File: src/rtl/pipeline_hazard_ctrl.sv
// pipeline_hazard_ctrl: Mealy stall/flush controller for load-use, taken-branch and memory-wait hazards.
module pipeline_hazard_ctrl #(
  parameter int CNT_W       = 16,
  parameter int MEM_TIMEOUT = 255
) (
  input  logic             clk,
  input  logic             rst,
  input  logic             IDEX_MemRead,
  input  logic [4:0]       IDEX_Rt,
  input  logic [4:0]       IFID_Rs,
  input  logic [4:0]       IFID_Rt,
  input  logic             IFID_UsesRt,
  input  logic             BranchTaken,
  input  logic             MemReq,
  input  logic             MemReady,
  output logic             PCWrite,
  output logic             IFIDEn,
  output logic             IDEXEn,
  output logic             EXMEMEn,
  output logic             MEMWBEn,
  output logic             IFIDFlush,
  output logic             IDEXFlush,
  output logic             MEMWBFlush,
  output logic [CNT_W-1:0] StallCount,
  output logic             MemTimeout,
  output logic [1:0]       State
);
  localparam int WW = $clog2(MEM_TIMEOUT + 2);
  localparam logic [1:0] RUN = 2'b00, LU_STALL = 2'b01, MEM_WAIT = 2'b10;
  logic [1:0] state_d;
  logic [WW-1:0] wcnt, wcnt_d;
  logic lu, mw, br, stall;
  always_comb begin
    lu = IDEX_MemRead && IDEX_Rt != 5'd0 && (IDEX_Rt == IFID_Rs || (IFID_UsesRt && IDEX_Rt == IFID_Rt));
    // while waiting, only MemReady matters; on release MW is treated as inactive
    mw = !rst && (State == MEM_WAIT ? !MemReady : MemReq && !MemReady);
    br = !rst && !mw && BranchTaken;
    stall = !rst && !mw && !br && lu && State != LU_STALL;
    PCWrite = !mw && !stall;
    IFIDEn = !mw && !stall;
    IDEXEn = !mw;
    EXMEMEn = !mw;
    MEMWBEn = 1'b1;
    IFIDFlush = br;
    IDEXFlush = stall;
    MEMWBFlush = mw;
    state_d = mw ? MEM_WAIT : stall ? LU_STALL : RUN;
    wcnt_d = State != MEM_WAIT ? '0 : wcnt == WW'(MEM_TIMEOUT) ? wcnt : wcnt + WW'(1);
  end
  always_ff @(posedge clk) begin
    if (rst) begin
      State <= RUN;
      wcnt <= '0;
      MemTimeout <= 1'b0;
      StallCount <= '0;
    end else begin
      State <= state_d;
      wcnt <= wcnt_d;
      MemTimeout <= MemTimeout || wcnt_d == WW'(MEM_TIMEOUT);
      if (!PCWrite && !(&StallCount)) StallCount <= StallCount + CNT_W'(1);
    end
  end
endmodule

File: config.mk
export PLATFORM = sky130hd
export DESIGN_NAME = pipeline_hazard_ctrl
export DESIGN_NICKNAME = d
export VERILOG_FILES = /design/src/rtl/pipeline_hazard_ctrl.sv
export SDC_FILE = /design/constraint.sdc
export NUM_CORES = 1
export LEC_CHECK = 0
export BUFFER_PORTS_ARGS = -buffer_cell sky130_fd_sc_hd__buf_2
export CAP_MARGIN = 40
export CORE_ASPECT_RATIO = 0.9
export CORE_UTILIZATION = 46
export CTS_BUF_LIST = sky130_fd_sc_hd__clkbuf_16
export DETAILED_ROUTE_END_ITERATION = 12
export PLACE_DENSITY = 0.76
export SYNTH_ARGS = -nofsm -noshare
export SYNTH_HDL_FRONTEND = slang
export SYNTH_SLANG_ARGS = --single-unit
File: constraint.sdc
create_clock -name clk -period 1.9 [get_ports clk]
set_clock_uncertainty 0.05 [all_clocks]
set_input_delay 0.285 -clock clk [delete_from_list [all_inputs] [get_ports clk]]
set_output_delay 0.285 -clock clk [all_outputs]
set_load 0.02 [all_outputs]
==> metrics.md <==
| Metric | Value |
|---|---|
| Worst Hold Class | `in -> reg` |
| DRT Pass-1 Iters | `4` |
| FMAX | `roughly 0.5 GHz` |
| Synth warn | `0` |
| Failing checks | `setup timing` |
| Crit-path cells | `nand4_4 > or3_4 > nor4b_4 > a21oi_4 > buf_6 > or3_4 > a21oi_2` |
| HP Start | `MemReady` |
| CTS tree | `yes` |
| Arr. time, crit path | `around 2.1 ns` |
| Largest family of logic cells by synthesized area | `simple AND/OR/NAND/NOR gates` |
| RSZ-0062 raised after global routing | `true` |
| VDD IR max | `a little over 0.7 mV` |
| Post-Syn Area | `~0.0016 mm^2` |
| Hold endpoint | `State[1]$_SDFF_PP0_` |
| Root Buffer | `clkbuf_16` |
| Final hold vios | `0` |
| WL/cell | `13.2 um` |
| Mapped Nets | `about 210` |
| Crit path max fanout | `7` |
| Number of synthesized flops with an enable pin | `0` |
| Worst-skew pair later-pin latency | `between 0.2 and 0.3 ns` |
| Post-Synth XOR/XNOR Area | `0.0977` |
| Starting Density | `0.481` |
| Ys flop type | `dfxtp_1` |
| Setup crit end kind | `flop` |
| Most common cell after layout, fill and taps aside | `buf_2` |
| Seq/Total Area, Yosys | `0.347` |
| Post-synthesis mux area share | `0.0318` |
| Synth Area in Adders | `0.0155` |
| Mapped Avg Cell Area | `8.59 um^2` |
| Fillers | `237` |
| Post-layout min period | `~2 ns` |
| Buf/Inv on CP | `1` |
| Core Util, Final | `0.762` |
| Die Area | `0.00375 mm^2` |
| Clk buf depth | `2` |
| Most Frequent Cell on Critical Path | `or3_4` |
| Worst Hold Depth | `4` |
| TritonCTS Buffers | `3` |
| GP Congestion | `roughly 0.86` |
| Simple-gate share of the synthesized area | `0.298` |
| Chip width | `between 60 and 70 um` |
| Compound-Gate Fraction of Synth Area | `0.164` |
| Worst R2R Path Depth | `7` |
| Final setup viols | `12` |
| Max_cap viols | `0` |
| DR iter-0 viols | `102` |
| Initial antenna violation count | `0` |
| CP max stage delay | `0.41 ns` |
| Drc violations | `0` |
| Most frequent cells in the layout | `buf_2, buf_4, nor2_1` |
| Unique masters post-synth | `44` |
| RR Endpoint | `StallCount[15]$_SDFFE_PP0P_` |
| Max Slew Vio Count | `0` |
| #FFs+latches synth | `28` |
| N_diodes | `0` |
| Die height | `about 58 um` |
| Wire length of the first global-routing pass | `approximately 6500 um` |
| RR Startpoint | `StallCount[5]$_SDFFE_PP0P_` |
| Core Box Area | `between 0.003 and 0.004 mm^2` |
| Layout area overhead | `58.2%` |
| # clock sinks | `28` |
| WL final | `between 4000 and 5000 um` |
| Pwr dens | `around 540 mW/mm^2` |
| Final worst-path cycle share | `1.05` |
| Post-Syn Instances | `roughly 190` |
| Worst R2R Setup Slack | `-0.09 ns` |
| Port bufs | `47` |
| Slowest stage cell, crit path | `or3_4` |
| Dpl ws | `-0.159 ns` |
| Startpoint types | `flop` |
| H-tree lvl count | `1` |
| Gr usage total | `0.220` |
| Leak Pwr | `approximately 1.1 nW` |
| DP HPWL | `3030 um` |
| Run status | `finished, violations left` |
| Vias in the first global route | `~1500` |
| Share of cells above drive strength 1 | `0.525` |
| Delay-heaviest family, CP | `simple AND/OR/NAND/NOR gates` |
| Pin count of the biggest net entering global routing | `17` |
| Final WS setup | `-0.0923 ns` |
| CP Class | `reg -> reg` |
| Via count | `between 1500 and 2000` |
| Synth async-reset ratio | `0` |
| # IOs | `49` |
| CTS clock-pin slew for the worst setup and hold paths | `about 0.070 ns` |
| Core Rows | `20` |
| GR Overflow Total | `0` |
| Post-route ant nets | `0` |
| CP Data Required Time | `roughly 2 ns` |
| Via/cell ratio | `~5.2` |
| Hold_buf cts | `0` |
| Fin nets | `roughly 300` |
## stage by stage
stage / total power (W) / instance area (um^2) / TNS, ns / hold WS, ns / std cells
3_5_place_dp: 0.000745 / 2200 / -1.89 / 0.406 / 308
2_1_floorplan: 0.000681 / 1680 / -0.0439 / 0.422 / 188
4_1_cts: 0.00138 / 2410 / -0.451 / 0.335 / 316
6_report: 0.00139 / 2550 / -0.601 / 0.307 / 324
3_3_place_gp: 0.000743 / 2200 / -1.44 / 0.406 / 308
5_1_grt: 0.00143 / 2550 / -1.59 / 0.363 / 324
## worst max-delay path by stage
stage,startpoint,endpoint,cells after the start
after global placement,IDEX_Rt[1],PCWrite,6
after floorplan,StallCount[4]$_SDFFE_PP0P_,StallCount[13]$_SDFFE_PP0P_,6
final,StallCount[5]$_SDFFE_PP0P_,StallCount[15]$_SDFFE_PP0P_,7
after global routing,StallCount[1]$_SDFFE_PP0P_,StallCount[14]$_SDFFE_PP0P_,9
after CTS,StallCount[5]$_SDFFE_PP0P_,StallCount[15]$_SDFFE_PP0P_,7
after detailed placement,IDEX_Rt[1],StallCount[15]$_SDFFE_PP0P_,8
## kinds of logic (layout without fill, tap and decap cells)
logic type | Yosys count | in the layout
simple gates | 82 | 82
compound gates | 37 | 37
flops | 28 | 28
xor+xnor | 18 | 18
buf+inv | 15 | 107
mux | 5 | 5
fa+ha+maj | 2 | 2
other cells | 1 | 1
## routing by layer
metal / track usage / routed length, um / vias to the layer above
met2: 0.380 / 2080 / 46
met1: 0.280 / 1940 / 774
met5: 0 / 0 / -
met3: 0.0531 / 244 / 4
met4: 0.0444 / 25 / 0
li1: - / - / 860
## cells in the mapped netlist (all sizes together) (5+ instances only)
master / instances / area, um^2
a21oi: 12 / 71.3
inv: 9 / 33.8
o21ai: 13 / 65.1
xnor2: 13 / 114
xor2: 5 / 43.8
nand2: 16 / 60.1
nand4: 6 / 50.0
nor2: 21 / 78.8
or3: 9 / 61.3
dfxtp: 28 / 561
buf: 5 / 33.8
nand3: 8 / 40.0
## flip-flops by register name (all words and copies together) (netlist names)
signal,count
wcnt,9
MemTimeout,1
State,2
StallCount,16
## tightest hold or removal path: cells and delay by family
family        cells  cell delay (ns)
simple gates      2             0.16
buf+inv           2             0.13
## area by class of cell
cell class	instances	area, um^2	area share
Clock inverter	1	30.0	0.0118
Timing Repair Buffer	94	632	0.247
Multi-Input combinational cell	145	1120	0.439
Inverter	9	33.8	0.0132
Clock buffer	3	75.1	0.0294
Sequential cell	28	606	0.237
Tap cell	44	55.1	0.0216
## power by group
group          switching (W)  leakage (nW)  total, W  internal [W]
combinational      0.0000956         0.769  0.000187     0.0000917
clock               0.000200        0.0511  0.000619      0.000419
sequential        0.00000340         0.238  0.000581      0.000578
total               0.000299          1.06   0.00139       0.00109
## what timing repair did
action	4_1_cts	5_1_grt
hold endpoints to repair	0	0
buffers inserted	4	8
pin swaps	8	8
endpoints found under the setup margin	13	18
resized for setup	18	15
Power figures use the tool's default switching activity.
